<file path="src/rtl/rldramii_dmaster_p2b_converter.sv">
// Packets-to-bytes encoder for the debug-master byte link: serialises Avalon-ST beats into a
// byte stream framed with in-band channel/SOP/EOP markers and escape characters.
module rldramii_dmaster_p2b_converter #(
  parameter bit ALWAYS_SEND_CHANNEL = 1'b1
) (
  input  logic       clk_i,
  input  logic       reset_n_i,
  output logic       in_ready_o,
  input  logic       in_valid_i,
  input  logic [7:0] in_data_i,
  input  logic [7:0] in_channel_i,
  input  logic       in_startofpacket_i,
  input  logic       in_endofpacket_i,
  input  logic       out_ready_i,
  output logic       out_valid_o,
  output logic [7:0] out_data_o
);

  localparam logic [7:0] SOP_CHAR  = 8'h7A;
  localparam logic [7:0] EOP_CHAR  = 8'h7B;
  localparam logic [7:0] CHAN_CHAR = 8'h7C;
  localparam logic [7:0] ESC_CHAR  = 8'h7D;

  typedef enum logic [2:0] {
    IDLE, CHAN_MK, CHAN_ESC, CHAN_BYTE, SOP_MK, EOP_MK, DATA_ESC, DATA
  } state_e;

  state_e     state_q, state_d;
  logic       outValid_q, outValid_d;
  logic [7:0] outData_q, outData_d;
  logic [7:0] holdData_q, holdChan_q;
  logic       holdSop_q, holdEop_q;
  logic [7:0] lastChan_q;
  logic       chanVld_q;

  logic       accept, advance;
  logic [7:0] srcData, srcChan;
  logic       srcSop, srcEop, srcNeedChan;

  function automatic logic isSpecial(input logic [7:0] b);
    return (b >= SOP_CHAR) && (b <= ESC_CHAR);
  endfunction

  function automatic logic [7:0] escaped(input logic [7:0] b);
    return isSpecial(b) ? (b ^ 8'h20) : b;
  endfunction

  // Successor of 'cur' in the per-beat sequence; IDLE yields the first byte of a fresh beat.
  function automatic state_e stepAfter(input state_e cur, input logic sop, input logic eop,
                                       input logic needChan, input logic chanSpecial,
                                       input logic dataSpecial);
    state_e nxt;
    unique case (cur)
      IDLE:      nxt = needChan ? CHAN_MK : sop ? SOP_MK : eop ? EOP_MK :
                       dataSpecial ? DATA_ESC : DATA;
      CHAN_MK:   nxt = chanSpecial ? CHAN_ESC : CHAN_BYTE;
      CHAN_ESC:  nxt = CHAN_BYTE;
      CHAN_BYTE: nxt = sop ? SOP_MK : eop ? EOP_MK : dataSpecial ? DATA_ESC : DATA;
      SOP_MK:    nxt = eop ? EOP_MK : dataSpecial ? DATA_ESC : DATA;
      EOP_MK:    nxt = dataSpecial ? DATA_ESC : DATA;
      DATA_ESC:  nxt = DATA;
      default:   nxt = IDLE;
    endcase
    return nxt;
  endfunction

  function automatic logic [7:0] byteFor(input state_e s, input logic [7:0] data,
                                         input logic [7:0] chan);
    logic [7:0] b;
    unique case (s)
      CHAN_MK:            b = CHAN_CHAR;
      CHAN_ESC, DATA_ESC: b = ESC_CHAR;
      CHAN_BYTE:          b = escaped(chan);
      SOP_MK:             b = SOP_CHAR;
      EOP_MK:             b = EOP_CHAR;
      default:            b = escaped(data);
    endcase
    return b;
  endfunction

  assign in_ready_o  = (state_q == IDLE) || ((state_q == DATA) && out_ready_i);
  assign accept      = in_valid_i && in_ready_o;
  assign advance     = outValid_q && out_ready_i;
  assign out_valid_o = outValid_q;
  assign out_data_o  = outData_q;

  // A beat accepted this cycle is encoded straight from the inputs so its first byte has no gap.
  always_comb begin
    srcData = holdData_q;
    srcChan = holdChan_q;
    srcSop  = holdSop_q;
    srcEop  = holdEop_q;
    if (accept) begin
      srcData = in_data_i;
      srcChan = in_channel_i;
      srcSop  = in_startofpacket_i;
      srcEop  = in_endofpacket_i;
    end
    srcNeedChan = srcSop && (ALWAYS_SEND_CHANNEL || !chanVld_q || (srcChan != lastChan_q));
  end

  always_comb begin
    state_d = state_q;
    if (accept) begin
      state_d = stepAfter(IDLE, srcSop, srcEop, srcNeedChan, isSpecial(srcChan),
                          isSpecial(srcData));
    end else if (advance) begin
      state_d = stepAfter(state_q, srcSop, srcEop, srcNeedChan, isSpecial(srcChan),
                          isSpecial(srcData));
    end
    outValid_d = (state_d != IDLE);
    outData_d  = (state_d == IDLE) ? outData_q : byteFor(state_d, srcData, srcChan);
  end

  always_ff @(posedge clk_i or negedge reset_n_i) begin
    if (!reset_n_i) begin
      state_q    <= IDLE;
      outValid_q <= 1'b0;
      outData_q  <= 8'h00;
      holdData_q <= 8'h00;
      holdChan_q <= 8'h00;
      holdSop_q  <= 1'b0;
      holdEop_q  <= 1'b0;
      lastChan_q <= 8'h00;
      chanVld_q  <= 1'b0;
    end else begin
      state_q    <= state_d;
      outValid_q <= outValid_d;
      outData_q  <= outData_d;
      if (accept) begin
        holdData_q <= in_data_i;
        holdChan_q <= in_channel_i;
        holdSop_q  <= in_startofpacket_i;
        holdEop_q  <= in_endofpacket_i;
      end
      if (accept && (state_d == CHAN_MK)) begin
        lastChan_q <= in_channel_i;
        chanVld_q  <= 1'b1;
      end
    end
  end

endmodule

</file>
<file path="config.mk">
export PLATFORM = sky130hd
export DESIGN_NAME = rldramii_dmaster_p2b_converter
export DESIGN_NICKNAME = d
export VERILOG_FILES = /design/src/rtl/rldramii_dmaster_p2b_converter.sv
export SDC_FILE = /design/constraint.sdc
export NUM_CORES = 1
export LEC_CHECK = 0
export BUFFER_PORTS_ARGS = -buffer_cell sky130_fd_sc_hd__buf_2
export CAP_MARGIN = 30
export CELL_PAD_IN_SITES_DETAIL_PLACEMENT = 1
export CELL_PAD_IN_SITES_GLOBAL_PLACEMENT = 1
export CORE_MARGIN = 2
export CORE_UTILIZATION = 37
export DETAILED_ROUTE_END_ITERATION = 8
export PLACE_DENSITY = 0.77
export SLEW_MARGIN = 20
export SYNTH_ARGS = -nofsm -noshare
export SYNTH_HDL_FRONTEND = slang
export SYNTH_SLANG_ARGS = --single-unit
</file>
<file path="constraint.sdc">
create_clock -name clk_i -period 2.3 [get_ports clk_i]
set_input_delay 0.345 -clock clk_i [delete_from_list [all_inputs] [get_ports clk_i]]
set_output_delay 0.345 -clock clk_i [all_outputs]
set_load 0.01 [all_outputs]
</file>
---- After elaboration in Yosys (flattened, before gate mapping) ----
Index checks and enable logic that the tools add are counted.
word-level totals
  input bits .............................. 22
  output and inout bits ................... 10
  logic and storage cells ................. 51
  bits in registers ....................... 30
operators by class
  multiplexer cells ....................... 15
  $lt $le $gt $ge ......................... 4
  bitwise gates (word level) .............. 2
  eq/ne operators ......................... 13
  reductions and logical operators ........ 10
operators by type and width
  cell                  number
  $pmux W8 S5           1
  $eq A3 B3 Y1 const B  7
  $pmux W3 S7           1
  $ge A8 B7 Y1 const B  2
  $le A8 B7 Y1 const B  2
  $mux W8               2
  $mux W3               5
  $eq A3 B2 Y1 const B  4
  $mux W6               2
  $eq A3 B1 Y1 const B  2
  $logic_not A3 Y1      2
  $logic_and A1 B1 Y1   5
  $mux W1               4
  $reduce_bool A3 Y1    1
  $not A1 Y1            2
  $reduce_or A2 Y1      1
  $logic_or A1 B1 Y1    1

---- Logic depth before layout (Yosys ltp) ----
  word-level depth ........................ 16
  gate-level depth with buffers ........... 9
  mapped depth without buffers ............ 7

---- Worst setup path before layout ----
OpenSTA, ideal clock, no wires.
  path type ............................... register to register
  start ................................... register state_q[2]
  end ..................................... register outData_q[7] (netlist: out_data_o[7])
  library setup time ...................... 122 ps
  setup slack ............................. -61 ps
  clock period less this slack ............ 2,361 ps
  buffers on the path ..................... 2
  stages on the path, launching flop included .. 9
  data required time ...................... 2,178 ps
  data arrival time ....................... 2,240 ps
  cell sequence ........................... dfrtp_1 buf_6 or3_4 a21oi_2 mux2i_1 o211ai_2 and2_1 buf_6 a32o_1
between the ends
  longest elaborated chain between the ends .. 16
  elaborated cells between the ends (all ways) .. 38
  classes of those cells .................. 4 x order compare; 13 x eq/ne; 13 x mux; 8 x reduce/logical
RTL lines
  element                                              RTL line    text
  from (decl)                                          28          state_e state_q, state_d;
  from (signal assigned)                               127         state_q <= state_d;
  $eq A3 B3 Y1                                         81          assign in_ready_o = (state_q == IDLE) || ((state_q == DATA) && out_ready_i);
  $logic_and A1 B1 Y1                                  81
  $logic_or A1 B1 Y1                                   81
  $logic_and A1 B1 Y1                                  82          assign accept = in_valid_i && in_ready_o;
  $mux W8                                              --
  $ge A8 B7 Y1 / $le A8 B7 Y1 (equally long branches)  41          return (b >= SOP_CHAR) && (b <= ESC_CHAR);
  $logic_and A1 B1 Y1                                  41
  $mux W1                                              --
  $mux W3                                              54, 58, 59
  $mux W3 (on tied branches)                           58, 54
  $pmux W3 S7                                          53          unique case (cur)
  $mux W3                                              107         end else if (advance) begin
  $mux W3                                              104         if (accept) begin
  $eq A3 B2 Y1 / $eq A3 B3 Y1 (equally long branches)  70          unique case (s)
  $reduce_or A2 Y1                                     70
  $pmux W8 S5                                          70
  to (signal assigned)                                 129         outData_q <= outData_d;
  to (decl)                                            30          logic [7:0] outData_q, outData_d;
Several ways; a longest one is shown, not always the timed one.
A chain may end at the register's enable or synchronous reset.

---- Worst setup path after layout ----
  start ................................... register state_q[2]
  end ..................................... register outData_q[5] (netlist: out_data_o[5])
Same word-level chain as after synthesis.

==> results.md <==
- Post-DP HPWL: 3630 µm
- Synth top area share: 0.445
- Final number of setup-violating endpoints: 0
- GR peak layer: met2
- Antenna Cells: 0
- Final period utilization: 0.970
- Total grt overflow: 0
- IO Pins: 32
- RR Endpoint: out_data_o[5]
- Vias per cell: 5.39
- GPL Wtd Cong: 0.950
- Synthesized area: 0.00169 mm²
- # rows: 24
- Layout area overhead: 29.6%
- Post-synth top area cell: dfrtp_1
- Wire per inst: 17.1 µm
- Synth Area in Adders: 0
- Critical path's top delay family: simple AND/OR/NAND/NOR gates
- Mux cell area share after synthesis: 0.0898
- EDFF count, synth: 0
- DRT Pass-1 Iters: 4
- Reported max-cap violation count: 0
- Netlist cell types: 50
- CTS tree: yes
- Die Width: 71.5 µm
- Tmin final: 2230 ps
- Register-to-Register Path Depth: 7
- Share of post-route cells with drive strength above 1: 0.377
- Critical path startpoint category: flop
- Type of the worst min-delay path: in -> async
- Fmax: 448 MHz
- Flop-to-flop setup slack: 70 ps
- Total nets after synthesis: 199
- CTS Sinks: 30
- Buffers and inverters on the worst path: 1
- Die Height: 71.5 µm
- Arr. time, crit path: 2390 ps
- Largest net degree at the start of global routing: 31
- Root Buffer: clkbuf_8
- Post-synthesis cell count: 177
- Sequential share of the synthesized area: 0.445
- # DRC: 0
- Hold_buf cts: 0
- Clock tree buffer depth: 2
- Cell Chain, Critical Path: or3_4 -> a21o_4 -> buf_4 -> or4_1 -> nand3_1 -> mux2_1 -> a32oi_1
- Tightest Pin Transition: 693 ps
- CORE AREA: 0.00438 mm²
- Yosys reg bits: 30
- Die area: 0.00511 mm²
- Synth Flop Type: dfrtp_1
- Max Clock Skew: 5.74 ps
- Post-route design area: 0.00219 mm²
- WS Path Type: reg -> reg
- Compound-gate portion of the synthesized area: 0.182
- Initial antenna violation count: 0
- Vias: 1,552
- Final WS setup: 69.3 ps
- Top cells by area, synth: dfrtp_1 (45%), nand2_1 (9.8%), mux2_2 (4.0%)
- Met2 usage: 0.336
- Max IR drop VDD: 738 µV
- Total power: 3.35 mW
- CTS Buf Count: 5
- H-Tree Depth: 2
- CP required: 2460 ps
- Initial Util: 0.385
- Placed insts: 276
- Vias in the first global route: 1,622
- Pwr dens: 1530 mW/mm²
- DP Area: 0.00204 mm²
- Post-synthesis async set-or-reset flop share: 1.00
- Met1 Use GR: 0.274
- Worst Path Max Fanout: 8
- Worst-path cell with the longest stage delay: or4_1
- Post-Synth Simple-Gate Area: 0.205
- Post-route ant nets: 0
- First-pass GRT wire length: 8090 µm
- Status: completed
- Final WL: 4920 µm
- Peak per-stage delay on the critical path: 510 ps
- Port bufs: 31
- Leak: 1.07 nW
- Reg clk slew, reported paths: 70 ps
- Finished Layout Cells: 288
- Ys Warns: 0
- Rel. slew slack: 0.538
- CP Capture Type: flop
- Met3 usage: 0.0478
- Worst skew pair latency: 290 ps
- XOR/XNOR Fraction of Synth Area: 0.0208
- Max-slew violations: 0
- GRT Util Overall: 0.209
- 1st-iter DRT viols: 99
- Largest family of logic cells by synthesized area: simple AND/OR/NAND/NOR gates
- Pre-CTS setup slack: 0.947 ps
- Final hold violation count: 0
- Nets: 257
- Mean Syn Cell Area: 9.53 µm²
- Worst reg2reg startpoint: state_q[2]
area by class of cell:
class                           count  area, µm²
Clock buffer                        5       68.8
Clock inverter                      3       40.0
Fill cell                         530       2200
Inverter                           12       45.0
Multi-Input combinational cell    128        857
Sequential cell                    30        752
Tap cell                           52       65.1
Timing Repair Buffer               58        358
through the flow:
| stage | TNS, ps | hold WS [ps] | util |
|---|---|---|---|
| final | 0 | 95.8 | 0.499 |
| after global routing | -0.179 | 139 | 0.499 |
| after CTS | 0 | 124 | 0.491 |
| after detailed placement | 0 | 433 | 0.465 |
| after global placement | 0 | 426 | 0.465 |
| after floorplan | 0 | 49.4 | - |
layer usage:
metal | wire, µm | part of all wire | vias up
li1 | - | - | 743
met1 | 2300 | 0.47 | 771
met2 | 2370 | 0.48 | 28
met5 | 0 | 0 | -
met4 | 114 | 0.023 | 0
met3 | 141 | 0.029 | 10
how the worst max path moves through the flow:
stage | slack, ps | cells after the start | endpoint | start
floorplan | 50 | 8 | out_data_o[7] | state_q[2]
detailed placement | 0.9 | 8 | out_data_o[3] | out_ready_i
global route | -0.2 | 7 | out_data_o[5] | state_q[1]
global placement | 110 | 8 | out_data_o[7] | out_ready_i
finish | 70 | 7 | out_data_o[5] | state_q[2]
CTS | 20 | 8 | out_data_o[7] | state_q[0]
state kept, by name, indices dropped and copies added, names as in the netlist:
name and count:
holdSop_q 1, holdEop_q 1, holdChan_q 8, state_q 3, holdData_q 8, out_valid_o 1
out_data_o 8
synthesized netlist by cell type, drive strengths merged (4+ instances only):
| cell | n |
|---|---|
| nand2 | 45 |
| dfrtp | 30 |
| inv | 12 |
| mux2 | 7 |
| mux2i | 6 |
| nand4 | 6 |
| nor2 | 6 |
| buf | 5 |
| o21ai | 5 |
| a21o | 4 |
| a21oi | 4 |
| a32oi | 4 |
| nor3 | 4 |
| xnor2 | 4 |
layout by cell type (no fill, tap or decap), types with 2 or more instances in the layout:
cell      Yosys  final
a21boi_0      2      2
a21o_1        3      3
a21oi_1       3      2
a31oi_1       3      3
a32oi_1       4      4
and3_1        2      2
buf_2         2     31
buf_4         0     27
clkbuf_8      0      5
clkinv_2      0      2
dfrtp_1      30     29
inv_1        10      9
inv_2         2      3
mux2_2        6      6
mux2i_1       5      4
nand2_1      44     44
nand3_1       2      2
nand4_1       6      6
nor2_1        6      6
nor3_1        4      4
o211ai_1      2      2
o21ai_0       4      4
xnor2_1       4      4
what timing repair did:
action                     in CTS  in global routing
setup endpoints to repair       5                  8
pin swaps                       0                  5
gates resized for setup         1                  3
hold endpoints to repair        0                  0
cloned                          0                  0
buffers inserted                0                  4
kinds of logic after synthesis:
logic type | after synthesis
flip-flops | 30
AO/OA/AOI/OAI | 37
XOR/XNOR | 4
multiplexers | 13
buffers and inverters | 19
AND/OR/NAND/NOR | 74
report_power, final:
group          leakage (nW)  internal (mW)  switching, mW
registers             0.354          0.778          0.152
clock network        0.0579          0.318          0.212
logic                 0.660          0.885           1.00
No activity file was read; power rests on OpenSTA's default activity.
